## src/rtl/load_store_unit.sv

```systemverilog
// ---------------------------------------------------------------------------
// load_store_unit
//
// Initiator side of the data-memory port. It accepts CPU load and store
// requests on byte addresses and drives a word-addressed memory that has a
// synchronous write and a combinational read. It returns either the load
// data or a store completion.
//
// The unit handles byte, halfword and word accesses. Loads are sign- or
// zero-extended. Sub-word stores use read-modify-write. The unit flags
// misaligned, out-of-range and illegal-size requests.
//
// Optional build macro:
//   LSU_STATS_EN  When defined, builds saturating load/store/error counters.
//                 When undefined, the stat_* ports are tied to 0.
//
// Ports:
//   clk, rst_n                 clock, asynchronous active-low reset
//   req_valid / req_ready      request handshake; ready is high only in IDLE
//   req_write, req_size,       request attributes, latched at accept
//   req_signed, req_addr,
//   req_wdata
//   resp_valid                 one-cycle completion pulse
//   resp_rdata                 extended load data; 0 for stores and errors
//   resp_err                   error flag, valid with resp_valid
//   mem_addr, mem_we,          memory port (word address, write enable,
//   mem_wdata, mem_rdata       write data, combinational read data)
//   stat_loads, stat_stores,   statistics counters
//   stat_errs
// ---------------------------------------------------------------------------
module load_store_unit #(
    parameter int unsigned MEM_AW = 10,
    parameter int unsigned CNT_W  = 16
) (
    input  logic              clk,
    input  logic              rst_n,
    input  logic              req_valid,
    output logic              req_ready,
    input  logic              req_write,
    input  logic [1:0]        req_size,
    input  logic              req_signed,
    input  logic [31:0]       req_addr,
    input  logic [31:0]       req_wdata,
    output logic              resp_valid,
    output logic [31:0]       resp_rdata,
    output logic              resp_err,
    output logic [MEM_AW-1:0] mem_addr,
    output logic              mem_we,
    output logic [31:0]       mem_wdata,
    input  logic [31:0]       mem_rdata,
    output logic [CNT_W-1:0]  stat_loads,
    output logic [CNT_W-1:0]  stat_stores,
    output logic [CNT_W-1:0]  stat_errs
);

    typedef enum logic [2:0] {
        S_IDLE,
        S_LOAD,
        S_RMW_RD,
        S_STORE,
        S_RESP
    } state_e;

    localparam logic [1:0] SZ_BYTE = 2'b00;
    localparam logic [1:0] SZ_HALF = 2'b01;
    localparam logic [1:0] SZ_WORD = 2'b10;

    state_e            state_q, state_d;
    logic [1:0]        lane_q, lane_d;
    logic [1:0]        size_q, size_d;
    logic              signed_q, signed_d;
    logic              err_q, err_d;
    logic [31:0]       wdata_q, wdata_d;
    logic [MEM_AW-1:0] mem_addr_q, mem_addr_d;
    logic [31:0]       mem_wdata_q, mem_wdata_d;
    logic [31:0]       resp_rdata_q, resp_rdata_d;

    logic              accept;
    logic              acc_err;

    // Select the addressed lane from a memory word and extend it to 32 bits.
    function automatic logic [31:0] load_extract(
        input logic [31:0] word,
        input logic [1:0]  lane,
        input logic [1:0]  size,
        input logic        sgn
    );
        logic [7:0]  b;
        logic [15:0] h;
        b = word[8*lane +: 8];
        h = lane[1] ? word[31:16] : word[15:0];
        case (size)
            SZ_BYTE: return {{24{sgn & b[7]}}, b};
            SZ_HALF: return {{16{sgn & h[15]}}, h};
            default: return word;
        endcase
    endfunction

    // Overlay the low bits of the store data onto the addressed lane(s).
    function automatic logic [31:0] store_merge(
        input logic [31:0] word,
        input logic [31:0] wd,
        input logic [1:0]  lane,
        input logic [1:0]  size
    );
        logic [31:0] w;
        w = word;
        case (size)
            SZ_BYTE: w[8*lane +: 8] = wd[7:0];
            SZ_HALF: begin
                if (lane[1]) w[31:16] = wd[15:0];
                else         w[15:0]  = wd[15:0];
            end
            default: w = wd;
        endcase
        return w;
    endfunction

    assign accept  = req_valid && (state_q == S_IDLE);

    assign acc_err = (req_size == 2'b11)
                   || ((req_size == SZ_HALF) && req_addr[0])
                   || ((req_size == SZ_WORD) && (req_addr[1:0] != 2'b00))
                   || (req_addr[31:MEM_AW+2] != '0);

    always_comb begin
        state_d      = state_q;
        lane_d       = lane_q;
        size_d       = size_q;
        signed_d     = signed_q;
        err_d        = err_q;
        wdata_d      = wdata_q;
        mem_addr_d   = mem_addr_q;
        mem_wdata_d  = mem_wdata_q;
        resp_rdata_d = resp_rdata_q;

        case (state_q)
            S_IDLE: begin
                if (accept) begin
                    lane_d       = req_addr[1:0];
                    size_d       = req_size;
                    signed_d     = req_signed;
                    wdata_d      = req_wdata;
                    err_d        = acc_err;
                    resp_rdata_d = '0;
                    if (acc_err) begin
                        // Error requests leave the memory port untouched.
                        state_d = S_RESP;
                    end else begin
                        mem_addr_d = req_addr[MEM_AW+1:2];
                        if (!req_write) begin
                            state_d = S_LOAD;
                        end else if (req_size == SZ_WORD) begin
                            mem_wdata_d = req_wdata;
                            state_d     = S_STORE;
                        end else begin
                            state_d = S_RMW_RD;
                        end
                    end
                end
            end
            S_LOAD: begin
                resp_rdata_d = load_extract(mem_rdata, lane_q, size_q, signed_q);
                state_d      = S_RESP;
            end
            S_RMW_RD: begin
                mem_wdata_d = store_merge(mem_rdata, wdata_q, lane_q, size_q);
                state_d     = S_STORE;
            end
            S_STORE: begin
                state_d = S_RESP;
            end
            S_RESP: begin
                state_d = S_IDLE;
            end
            default: begin
                state_d = S_IDLE;
            end
        endcase
    end

    always_ff @(posedge clk or negedge rst_n) begin
        if (!rst_n) begin
            state_q      <= S_IDLE;
            lane_q       <= '0;
            size_q       <= '0;
            signed_q     <= 1'b0;
            err_q        <= 1'b0;
            wdata_q      <= '0;
            mem_addr_q   <= '0;
            mem_wdata_q  <= '0;
            resp_rdata_q <= '0;
        end else begin
            state_q      <= state_d;
            lane_q       <= lane_d;
            size_q       <= size_d;
            signed_q     <= signed_d;
            err_q        <= err_d;
            wdata_q      <= wdata_d;
            mem_addr_q   <= mem_addr_d;
            mem_wdata_q  <= mem_wdata_d;
            resp_rdata_q <= resp_rdata_d;
        end
    end

    // mem_we decodes the state register directly, so reset removes it at once.
    assign req_ready  = (state_q == S_IDLE);
    assign resp_valid = (state_q == S_RESP);
    assign resp_err   = (state_q == S_RESP) && err_q;
    assign resp_rdata = resp_rdata_q;
    assign mem_addr   = mem_addr_q;
    assign mem_we     = (state_q == S_STORE);
    assign mem_wdata  = mem_wdata_q;

`ifdef LSU_STATS_EN
    logic             write_q, write_d;
    logic [CNT_W-1:0] stat_loads_q, stat_loads_d;
    logic [CNT_W-1:0] stat_stores_q, stat_stores_d;
    logic [CNT_W-1:0] stat_errs_q, stat_errs_d;

    always_comb begin
        write_d       = write_q;
        stat_loads_d  = stat_loads_q;
        stat_stores_d = stat_stores_q;
        stat_errs_d   = stat_errs_q;
        if (accept) begin
            write_d = req_write;
        end
        if (state_q == S_RESP) begin
            if (err_q) begin
                if (stat_errs_q != '1) stat_errs_d = stat_errs_q + CNT_W'(1);
            end else if (write_q) begin
                if (stat_stores_q != '1) stat_stores_d = stat_stores_q + CNT_W'(1);
            end else begin
                if (stat_loads_q != '1) stat_loads_d = stat_loads_q + CNT_W'(1);
            end
        end
    end

    always_ff @(posedge clk or negedge rst_n) begin
        if (!rst_n) begin
            write_q       <= 1'b0;
            stat_loads_q  <= '0;
            stat_stores_q <= '0;
            stat_errs_q   <= '0;
        end else begin
            write_q       <= write_d;
            stat_loads_q  <= stat_loads_d;
            stat_stores_q <= stat_stores_d;
            stat_errs_q   <= stat_errs_d;
        end
    end

    assign stat_loads  = stat_loads_q;
    assign stat_stores = stat_stores_q;
    assign stat_errs   = stat_errs_q;
`else
    assign stat_loads  = '0;
    assign stat_stores = '0;
    assign stat_errs   = '0;
`endif

endmodule
```

## config.mk

```make
export PLATFORM = sky130hd
export DESIGN_NAME = load_store_unit
export DESIGN_NICKNAME = d
export VERILOG_FILES = /design/src/rtl/load_store_unit.sv
export SDC_FILE = /design/constraint.sdc
export NUM_CORES = 1
export LEC_CHECK = 0
export ABC_AREA = 1
export BUFFER_PORTS_ARGS = -buffer_cell sky130_fd_sc_hd__buf_2
export CAP_MARGIN = 20
export CORE_MARGIN = 4
export CORE_UTILIZATION = 30
export DETAILED_ROUTE_END_ITERATION = 10
export SETUP_SLACK_MARGIN = 0.2
export SKIP_CTS_REPAIR_TIMING = 1
export SYNTH_ARGS = -nofsm -noshare
export SYNTH_HDL_FRONTEND = slang
export SYNTH_SLANG_ARGS = --single-unit
```

## constraint.sdc

```tcl
create_clock -name clk -period 4.1 [get_ports clk]
set_clock_uncertainty 0.15 [all_clocks]
set_input_delay 0.205 -clock clk [delete_from_list [all_inputs] [get_ports clk]]
set_output_delay 0.205 -clock clk [all_outputs]
set_load 0.005 [all_outputs]
```

# After elaboration in Yosys (flattened, before gate mapping)
# Cells that the tools add are included.
dict set report classes {
  add_sub_neg 1
  eq_ne 12
  shifts 3
  n_mux 18
  bitwise_logic 3
  n_reduce_logical 18
}
# cell n
set op_table {}
lappend op_table {{32-bit case mux with 2 select lines} 4}
lappend op_table {{32-bit 2-to-1 mux} 5}
lappend op_table {{16-bit 2-to-1 mux} 3}
lappend op_table {{5-bit negator with 34-bit output} 1}
lappend op_table {{8-bit by 34-bit variable shift with 32-bit output (first input constant)} 1}
lappend op_table {{8-bit by 34-bit variable part select with 32-bit output} 1}
lappend op_table {{32-bit bitwise mux} 1}
lappend op_table {{32-bit by 6-bit variable part select with 8-bit output} 1}
lappend op_table {{20-bit nonzero test} 1}
lappend op_table {{3-bit case mux with 3 select lines} 1}
lappend op_table {{3-bit by 2-bit == test with 1-bit output (second input constant)} 2}
lappend op_table {{3-bit 2-to-1 mux} 2}
lappend op_table {{2-bit by 1-bit != test with 1-bit output (second input constant)} 3}
lappend op_table {{2-bit nonzero test} 3}
lappend op_table {{5-bit AND reduction} 1}
lappend op_table {{2-bit by 1-bit == test with 1-bit output (second input constant)} 2}
lappend op_table {{2-bit == test (second input constant)} 2}
lappend op_table {{1-bit logical AND} 4}
lappend op_table {{2-bit AND reduction} 2}
lappend op_table {{3-bit by 1-bit == test with 1-bit output (second input constant)} 1}
lappend op_table {{3-bit == test (second input constant)} 1}
lappend op_table {{3-bit logical NOT} 1}
lappend op_table {{1-bit logical OR} 3}
lappend op_table {{3-bit AND reduction} 1}
lappend op_table {{other kinds (7)} 8}
dict set report word_totals {
  register_bits 115
  in_bits 103
  output_inout_bits 126
  elab_cells 64
}

# Logic depth before layout (Yosys ltp)
# Gate-level depths: netlist of the first run.
dict set report depth {
  ltp_word 8
  ltp_mapped 14
  depth_no_buf 11
}

# Least setup slack after synthesis of the first run
# OpenSTA, ideal clock, no wires.
dict set report synth_path {
  kind {reg2reg}
  startpoint {register lane_q[1]}
  endpoint {register mem_wdata_q[1] (netlist: mem_wdata[1])}
  arrival_time_ps 2163
  slack_ps 1721
  stages_incl_launch_ff 15
  n_path_buf 3
  cell_sequence {dfrtp_1 inv_1 buf_2 buf_1 ha_1 clkbuf_1 nor2_1 nand2_1 nand2_1 nand2_1 nand2_1 nor2_1 nor2_1 nand3_1 nand2_1}
}
dict set report synth_via {
  elab_chain_cells 5
}
# item line_no
set synth_rtl {}
lappend synth_rtl {{from (decl)} 69} ;# logic [1:0] lane_q, lane_d;
lappend synth_rtl {{from (signal assigned)} 195} ;# lane_q <= lane_d;
lappend synth_rtl {{5-bit negator with 34-bit output} 109} ;# SZ_BYTE: w[8*lane +: 8] = wd[7:0];
lappend synth_rtl {{8-bit by 34-bit variable part select with 32-bit output or 8-bit by 34-bit variable shift with 32-bit output (tied branches)} 109}
lappend synth_rtl {{32-bit bitwise mux} 109}
lappend synth_rtl {{32-bit case mux with 2 select lines *} 108} ;# case (size)
lappend synth_rtl {{32-bit case mux with 2 select lines *} 137} ;# case (state_q)
lappend synth_rtl {{to (signal assigned)} 201} ;# mem_wdata_q <= mem_wdata_d;
lappend synth_rtl {{to (decl)} 75} ;# logic [31:0] mem_wdata_q, mem_wdata_d;
# Every way passes the cells marked *; elsewhere a longest branch is shown, timed or not.
# A chain may end at the register's enable or synchronous reset.

# Worst setup path in the final report of the first run
dict set report layout_path {
  startpoint {register lane_q[0]}
  endpoint {register mem_wdata_q[1] (netlist: mem_wdata[1])}
}
dict set report layout_via {
  elab_chain_cells 5
}
# item line_no
set layout_rtl {}
lappend layout_rtl {{5-bit negator with 34-bit output *} 109}
lappend layout_rtl {{8-bit by 34-bit variable part select with 32-bit output or 8-bit by 34-bit variable shift with 32-bit output (tied branches)} 109}
lappend layout_rtl {{32-bit bitwise mux *} 109}
lappend layout_rtl {{32-bit case mux with 2 select lines *} 108}
lappend layout_rtl {{32-bit case mux with 2 select lines *} 137}
# Marked as above.

==> results of run 1 <==
metal layers:
layer	track usage	part of all wire	routed length, µm
met1	0.277	0.44	13000
met2	0.306	0.44	13000
met3	0.0434	0.076	2220
met4	0.0780	0.034	1000
met5	0	0	0
power breakdown:
group	internal [mW]	total, mW	switching, mW
Sequential	1.46	1.82	0.359
Clock	0.836	1.45	0.612
Combinational	0.843	2.67	1.83
Total	3.14	5.94	2.80
cell usage after synthesis, drive strengths merged (6+ instances only):
| cell type | count |
|---|---|
| nand2 | 473 |
| dfrtp | 115 |
| inv | 102 |
| nand3 | 88 |
| buf | 83 |
| a21oi | 81 |
| nor2 | 76 |
| o21ai | 75 |
| clkbuf | 35 |
| a21boi | 14 |
| o211ai | 12 |
| o221ai | 9 |
| nand4 | 6 |
layout make-up:
cell class                      count  area, µm²
Antenna cell                        1       2.50
Clock buffer                       17        425
Clock inverter                     15        136
Fill cell                        2748      15500
Inverter                          103        387
Timing Repair Buffer              247       1540
Sequential cell                   115       2880
Tap cell                          330        413
Multi-Input combinational cell    901       3970
path summary, 6_finish.rpt:
| check | start | end | slack (ns) | cells past startpoint |
|---|---|---|---|---|
| worst max-delay path | lane_q[0] | mem_wdata[1] | 1.38 | 11 |
| worst min-delay path | req_write | state_q[0] | 0.03 | 4 |
| worst max register to register | lane_q[0] | mem_wdata[1] | 1.38 | 11 |
| worst min register to register | mem_wdata[5] | mem_wdata[5] | 0.31 | 2 |
| max in group asynchronous | rst_n | mem_wdata[27] | 2.76 | 3 |
| min in group asynchronous | rst_n | mem_wdata[3] | 0.21 | 2 |
sequential cells by signal, summed over array words and instances (netlist names):
name        cells
signed_q        1
mem_wdata      32
state_q         3
wdata_q        32
size_q          2
err_q           1
resp_rdata     32
mem_addr       10
lane_q          2
through the flow:
stage               power [mW]  utilization  hold WS (ns)
detailed placement        4.44        0.344         0.158
CTS                       5.91        0.367        -0.297
global placement          4.44        0.344         0.152
global route              6.39        0.386        0.0158
floorplan                 3.56            -        -0.241
finish                    5.94        0.386        0.0273
worst max-delay path: stages, from the launching register on:
cell     delay [ns]
dfrtp_1        0.70
inv_1          0.12
ha_1           0.56
nor2_1         0.56
nand2_1        0.10
nand2_1        0.08
nand2_1        0.05
nand2_1        0.05
nor2_1         0.04
nor2_1         0.08
nand3_1        0.07
nand2_1        0.09
cell families (layout without fill, tap and decap cells):
kind of cell | Yosys count | count (layout) | synth area share
buf+inv | 221 | 382 | 0.137
other cells | 1 | 49 | 0.000486
simple gates | 655 | 655 | 0.343
flops | 115 | 115 | 0.373
compound gates | 193 | 193 | 0.139
fa+ha+maj | 5 | 5 | 0.00811
==> impl_metrics.py, run 1 <==
metrics = {
    "placement": {
        "dp.cells": 1647,
        "gp_congestion": 0.976,
        "portBuffers": 180,
        "place.detailed.hpwl_um": 21600,
        "place_worst_setup_slack_ns": 1.44,
        "detailed_place.area_um2": 8700,
    },
    "global_route": {
        "overflow": 0,
        "grt_antenna_before_repair": 1,
        "grt_start_max_net_pins": 68,
        "grt_pass1_wl_um": 44400,
        "first_global_vias": 7715,
        "total_routing_usage_reported_by_global_routing": 0.200,
    },
    "floorplanning": {
        "initial_cell_density_of_the_core": 0.305,
        "fp.coreArea_um2": 25300,
        "floorplan.die_area_um2": 28300,
        "io-pin-count": 229,
        "row_count": 58,
        "die_height_um": 168,
        "die_width_um": 168,
    },
    "timing": {
        "final.min_clock_period_ns": 2.72,
        "unrepaired_setup_endpoints_after_global_routing": "false",
        "clock.fmax_mhz": 368,
        "timing.final.max_slew_violations": 0,
        "max_slew_headroom": 0.315,
        "fin_crit_sh": 0.663,
        "timing.setup.tns_ns": 0,
        "finalWorstSetupSlack_ns": 1.38,
        "finalHoldViolations": 0,
        "finalSetupViolations": 0,
        "timing_worst_slew_pin_value_ns": 1.02,
    },
    "yosys": {
        "synth_cell_types": 32,
        "yosys.area.top_type_share": 0.373,
        "async_reset_ff_frac": 1.00,
        "count_of_state_elements_after_synthesis": 115,
        "synth.yosys.warnings": 0,
        "synth_top_cell_by_area": "dfrtp_1",
        "synth-seq-area-share": 0.373,
        "synth_area_um2": 7710,
        "synth_cells": 1190,
        "number_of_enable_type_register_cells_in_the_synthesized_netlist": 0,
        "synth_area_leaders": "dfrtp_1 (37%), nand2_1 (23%), nand3_1 (5.6%)",
        "syn-mean-instance-area_um2": 6.48,
        "dominantRegCellSynth": "dfrtp_1",
    },
    "power_and_ir_drop": {
        "peak_vdd_ir_v": 0.000314,
        "pwr_density_cell_nw_per_um2": 609,
        "p_leak_nw": 5.41,
    },
    "cts": {
        "clockBufferDepth": 2,
        "cts_tree": "done",
        "tritoncts_num_sinks": 115,
        "cts-buffers-inserted": 17,
        "clockRootBuffer": "clkbuf_16",
        "cts_max_level": 4,
        "clock_insertion_delay_at_the_later_pin_of_the_skew_report_ns": 0.43,
        "cts.reportedPaths.clkPinSlew_ns": 0.06,
    },
    "layout": {
        "mostFrequentLayoutCell": "nand2_1",
        "nets": 1493,
        "layoutNonFillerInstCount": 1729,
        "layout_common_cells": "nand2_1 (473), buf_2 (179), dfrtp_1 (115), inv_1 (96), nand3_1 (87)",
        "stdcell_area_um2": 9750,
        "drive_gt1_frac": 0.180,
        "areaGrowthSynthToFinish_pct": 26.4,
    },
    "drt": {
        "detail_route.wl_per_cell_um": 16.9,
        "route.detailed.vias_per_inst": 4.79,
        "dr_total_vias": 8279,
        "drt_first_pass_iters": 5,
        "drc": 0,
        "final_antenna_net_count": 0,
        "drt-initial-drc-count": 855,
        "drt-total-wl_um": 29200,
    },
    "worst_setup_path": {
        "cp.required_ns": 4.32,
        "end_kind": "register",
        "timing.critical_path.fanout_max": 19,
        "cp_data_arrival_time_ns": 2.94,
        "worstSetupPathType": "reg2reg",
        "critical_path.startpoint_type": "register",
    },
    "hold_path": {
        "hold_class": "in2reg",
    },
    "run": {
        "drv_cap": 0,
    },
    "status": {
        "status": "finished, final reports clean",
    },
}
Power figures use the tool's default switching activity.
==> run 2: changes to the inputs <==
clock period = 2.3 ns   (was 4.1 ns; I/O delays follow)
==> run 2 against run 1 <==
The run now ends with hold timing left. Non-clock buffer count increased by 33. Maximum frequency increased by 34%. Global-route usage increased by 0.40 points. Register-to-register slack got worse by 1.1 ns. Sequential share of layout area decreased by 1.3 points. Routed wire length increased by 2.2%. Clock power increased by 83%. Flip-flop and latch count unchanged. Power increased by 88%. Die area unchanged. Via count increased by 2.7%. Largest cell class unchanged. Largest power group unchanged.
==> impl_metrics.py, run 2 (same netlist as run 1, synthesis figures left out) <==
metrics = {
    "status": {
        "status": "finished with violations",
        "violations": "hold timing",
    },
    "hold_path": {
        "min_delay_path_depth": 3,
        "hold_class": "in2reg",
    },
    "worst_setup_path": {
        "critPathLaunch": "lane_q[1]",
        "cp_data_arrival_time_ns": 2.25,
        "end_kind": "register",
        "cp_slowest_cell": "dfrtp_1",
        "r2r_slack_ns": 0.27,
        "path_buf_inv": 3,
        "timing.critical_path.fanout_max": 16,
        "r2r.worst_path.cells": 10,
        "rr_startpoint": "lane_q[1]",
        "worstSetupPathType": "reg2reg",
        "critical_path.top_delay_family": "buffers and inverters",
        "worstReg2RegEnd": "mem_wdata[11]",
        "cp_cell_sequence": "inv_2, buf_6, ha_1, inv_1, o21ai_0, o21ai_0, nor2_1, nor2_1, nand3_1, nand2_1",
        "cp_num_cells": 10,
        "cp.required_ns": 2.51,
        "cpPeakStageDelay_ns": 0.37,
        "critical_path.startpoint_type": "register",
        "cp-endpoint": "mem_wdata[11]",
    },
    "placement": {
        "place.detailed.hpwl_um": 22100,
        "dp.cells": 1669,
        "portBuffers": 180,
        "gp_congestion": 0.941,
    },
    "drt": {
        "route.detailed.vias_per_inst": 4.83,
        "drt-total-wl_um": 29800,
        "final_antenna_net_count": 0,
        "detail_route.wl_per_cell_um": 16.9,
        "drt-initial-drc-count": 568,
        "drc": 0,
        "drt_first_pass_iters": 6,
        "dr_total_vias": 8505,
    },
    "layout": {
        "nets": 1527,
        "areaGrowthSynthToFinish_pct": 32.0,
        "drive_gt1_frac": 0.200,
        "post-route-util": 0.403,
        "layout_common_cells": "nand2_1 (473), buf_2 (179), dfrtp_1 (115), inv_1 (94), nand3_1 (87)",
        "mostFrequentLayoutCell": "nand2_1",
        "filler_cell_count": 2731,
        "layoutNonFillerInstCount": 1762,
        "insertedDiodeCount": 0,
    },
    "global_route": {
        "total_routing_usage_reported_by_global_routing": 0.204,
        "first_global_vias": 7950,
        "grt_antenna_before_repair": 0,
        "grt_pass1_wl_um": 45200,
        "grt_start_max_net_pins": 60,
        "overflow": 0,
    },
    "timing": {
        "fin_crit_sh": 0.884,
        "whs_ns": -0.0565,
        "final.min_clock_period_ns": 2.03,
        "unrepaired_setup_endpoints_after_global_routing": "true",
        "timing.setup.tns_ns": 0,
        "timing_worst_slew_pin_value_ns": 0.606,
        "finalSetupViolations": 0,
        "max_slew_headroom": 0.595,
        "timing.final.max_slew_violations": 0,
        "finalHoldViolations": 27,
        "clock.fmax_mhz": 492,
    },
    "cts": {
        "cts_max_level": 4,
        "clock_insertion_delay_at_the_later_pin_of_the_skew_report_ns": 0.43,
        "clockRootBuffer": "clkbuf_16",
        "cts-buffers-inserted": 17,
        "cts.reportedPaths.clkPinSlew_ns": 0.06,
        "clockBufferDepth": 2,
        "tritoncts_num_sinks": 115,
        "cts_tree": "done",
    },
    "power_and_ir_drop": {
        "p_leak_nw": 5.61,
        "pwr_density_cell_nw_per_um2": 1100,
        "peak_vdd_ir_v": 0.000568,
    },
    "floorplanning": {
        "io-pin-count": 229,
        "die_width_um": 168,
        "fp.coreArea_um2": 25300,
        "die_height_um": 168,
        "initial_cell_density_of_the_core": 0.305,
        "row_count": 58,
        "floorplan.die_area_um2": 28300,
    },
    "run": {
        "drv_cap": 0,
    },
}
run 2: cell count changes in the layout (fill, tap and decap cells not counted), moves of 3 or more:
cell,delta
buf_12,+4
dlygate4sd3_1,+10
ha_1,-3
a21oi_1,-4
buf_4,+13
buf_6,+5
a21oi_2,+4
run 2: per-layer routing:
metal / GRT usage / up-vias / wire, µm
met5: 0 / - / 0
met4: 0.0550 / 0 / 467
met3: 0.0465 / 39 / 2190
met2: 0.326 / 334 / 14100
met1: 0.280 / 4004 / 13000
li1: - / 4128 / -
run 2: worst min-delay path by stage:
| stage | from | end | slack (ns) |
|---|---|---|---|
| floorplan | rst_n | err_q | -0.33 |
| global placement | rst_n | mem_wdata[2] | -0.11 |
| detailed placement | rst_n | mem_wdata[7] | -0.12 |
| CTS | rst_n | mem_wdata[7] | -0.57 |
| global route | mem_rdata[31] | resp_rdata[31] | 0.006 |
| finish | mem_rdata[3] | resp_rdata[3] | -0.06 |
run 2: area by class of cell:
type / count / area, µm² / area share
inverter: 103 / 393 / 0.0386
multi-input combinational: 901 / 4030 / 0.395
tap: 330 / 413 / 0.0405
timing repair inverter: 1 / 7.51 / 0.000737
clock buffer: 19 / 443 / 0.0435
sequential: 115 / 2880 / 0.283
clock inverter: 13 / 136 / 0.0134
timing repair buffer: 280 / 1890 / 0.186
run 2: metrics by stage:
step / worst slack, ns / instance area, µm² / hold WS (ns) / power (mW)
floorplan: 0.195 / 7900 / -0.331 / 6.37
global placement: 0.142 / 8910 / -0.115 / 8.16
detailed placement: 0.197 / 8920 / -0.117 / 8.21
CTS: 0.171 / 9500 / -0.573 / 10.9
global route: 0.0920 / 10200 / 0.00638 / 12.0
finish: 0.266 / 10200 / -0.0565 / 11.2
run 2: report_power, final:
| group | total, mW | switching, mW | internal [mW] |
|---|---|---|---|
| Clock | 2.65 | 1.03 | 1.61 |
| Sequential | 3.17 | 0.564 | 2.61 |
| Combinational | 5.34 | 3.51 | 1.83 |
| Total | 11.2 | 5.11 | 6.05 |
run 2: tightest hold or removal path, delay by kind of cell:
family | cells | cell delay [ns]
buf+inv | 1 | 0.12
compound gates | 2 | 0.23
==> run 3: changes to the inputs <==
BUFFER_PORTS_ARGS = not set   (was -buffer_cell sky130_fd_sc_hd__buf_2)
DONT_BUFFER_PORTS = 1   (was not set)
==> run 3 against run 2 <==
The flow still finishes with violations (hold timing). Clock-buffer cell count increased by 5. Die area unchanged. Core utilization fell by 3.1 points. First-iteration DRC count grew 35%. Maximum frequency shrank 0.44%. Via count is 6.8% lower. Cell area fell by 7.7%. Power shrank 2.7%. Combinational power is 7.7% lower. Cell count down 9.5%. Sequential share of layout area is 2.3 points higher.
==> impl_metrics.py, run 3 (same netlist as run 1, synthesis figures left out) <==
metrics = {
    "global_route": {
        "grt_start_max_net_pins": 116,
        "grt_pass1_wl_um": 44600,
        "grt_antenna_before_repair": 1,
        "first_global_vias": 7308,
        "total_routing_usage_reported_by_global_routing": 0.203,
        "overflow": 0,
    },
    "timing": {
        "fin_crit_sh": 0.888,
        "finalWorstSetupSlack_ns": 0.257,
        "unrepaired_setup_endpoints_after_global_routing": "true",
        "timing.final.max_slew_violations": 0,
        "final.min_clock_period_ns": 2.04,
        "finalHoldViolations": 125,
        "timing.setup.tns_ns": 0,
        "whs_ns": -0.749,
        "timing_worst_slew_pin_value_ns": 0.542,
        "finalSetupViolations": 0,
        "clock.fmax_mhz": 490,
        "max_slew_headroom": 0.637,
    },
    "floorplanning": {
        "die_height_um": 168,
        "floorplan.die_area_um2": 28300,
        "die_width_um": 168,
        "initial_cell_density_of_the_core": 0.305,
        "io-pin-count": 229,
        "fp.coreArea_um2": 25300,
        "row_count": 58,
    },
    "cts": {
        "cts_max_level": 4,
        "cts-buffers-inserted": 17,
        "clock_insertion_delay_at_the_later_pin_of_the_skew_report_ns": 0.42,
        "clockRootBuffer": "clkbuf_16",
        "cts_tree": "done",
        "tritoncts_num_sinks": 115,
        "cts.reportedPaths.clkPinSlew_ns": 0.06,
        "clockBufferDepth": 2,
    },
    "worst_setup_path": {
        "cp_data_arrival_time_ns": 2.25,
        "timing.critical_path.fanout_max": 10,
        "r2r_slack_ns": 0.26,
        "worstSetupPathType": "reg2reg",
        "critical_path.startpoint_type": "register",
        "cp.required_ns": 2.50,
        "end_kind": "register",
    },
    "drt": {
        "detail_route.wl_per_cell_um": 19.3,
        "dr_total_vias": 7930,
        "final_antenna_net_count": 0,
        "drt_first_pass_iters": 5,
        "drt-initial-drc-count": 769,
        "drt-total-wl_um": 30700,
        "drc": 0,
        "route.detailed.vias_per_inst": 4.97,
    },
    "power_and_ir_drop": {
        "p_leak_nw": 4.86,
        "pwr_density_cell_nw_per_um2": 1150,
        "peak_vdd_ir_v": 0.000397,
    },
    "layout": {
        "filler_cell_count": 2733,
        "nets": 1362,
        "areaGrowthSynthToFinish_pct": 21.9,
        "ff_latch_area_um2": 2880,
        "layout_common_cells": "nand2_1 (473), dfrtp_1 (115), inv_1 (95), nand3_1 (87), dlygate4sd3_1 (81)",
        "drive_gt1_frac": 0.0752,
        "mostFrequentLayoutCell": "nand2_1",
        "insertedDiodeCount": 0,
        "multi_input_comb_area_um2": 4020,
    },
    "hold_path": {
        "hold_class": "in2async",
    },
    "placement": {
        "portBuffers": 0,
        "gp_congestion": 0.931,
        "place_worst_setup_slack_ns": 0.143,
        "place.detailed.hpwl_um": 21700,
    },
    "run": {
        "drv_cap": 0,
    },
    "status": {
        "status": "finished with violations",
        "violations": "hold timing",
    },
}
[run 3: cell count changes in the layout (fill, tap and decap cells not counted), sizes merged]
cell and delta:
buf -188, clkbuf +6, clkinv -4, clkinvlp -4, dlygate4sd3 +22
[run 3: worst paths after layout]
| kind | startpoint | endpoint | cells past startpoint |
|---|---|---|---|
| worst max-delay path | lane_q[1] | mem_wdata[9] | 9 |
| worst min-delay path | rst_n | resp_rdata[6] | 0 |
| worst max register to register | lane_q[1] | mem_wdata[9] | 9 |
| worst min register to register | err_q | err_q | 1 |
| max in group asynchronous | rst_n | wdata_q[29] | 0 |
| min in group clk | mem_rdata[18] | resp_rdata[2] | 4 |
[run 3: final cells by class]
cell class | instances | share of cell area
Clock buffer | 24 | 0.0533
Clock inverter | 5 | 0.00798
Inverter | 103 | 0.0418
Multi-Input combinational cell | 901 | 0.428
Sequential cell | 115 | 0.306
Tap cell | 330 | 0.0439
Timing Repair Buffer | 115 | 0.119
Timing Repair inverter | 1 | 0.000532
[run 3: metrics by stage]
stage          utilization  cell area, µm²  std cells  power [mW]  hold WS, ns
2_1_floorplan            -            7900       1237        6.37       -0.331
3_3_place_gp         0.314            7940       1482        7.82       -0.325
3_5_place_dp         0.315            7950       1483        7.87       -0.326
4_1_cts              0.338            8530       1512        10.6       -0.780
5_1_grt              0.372            9410       1594        11.7       -0.773
6_report             0.372            9410       1594        10.9       -0.749
[run 3: metal layers]
metal | GRT usage | wire [µm] | vias to the layer above
li1 | - | - | 3790
met1 | 0.273 | 13200 | 3706
met2 | 0.312 | 13700 | 375
met3 | 0.0599 | 2900 | 57
met4 | 0.0730 | 946 | 2
met5 | 0 | 8 | -
[run 3: critical path, cell delays in order (launching register included)]
cell	delay, ns
dfrtp_1	0.39
inv_1	0.13
buf_4	0.21
ha_2	0.25
inv_2	0.11
a21oi_1	0.22
nand2_1	0.12
a21boi_1	0.21
nand3_1	0.09
nand2_1	0.09
[run 3: power breakdown]
| part | total (mW) | switching, mW | internal (mW) |
|---|---|---|---|
| sequential | 3.27 | 0.656 | 2.61 |
| clock | 2.67 | 0.953 | 1.71 |
| combinational | 4.93 | 3.33 | 1.60 |
| total | 10.9 | 4.94 | 5.92 |
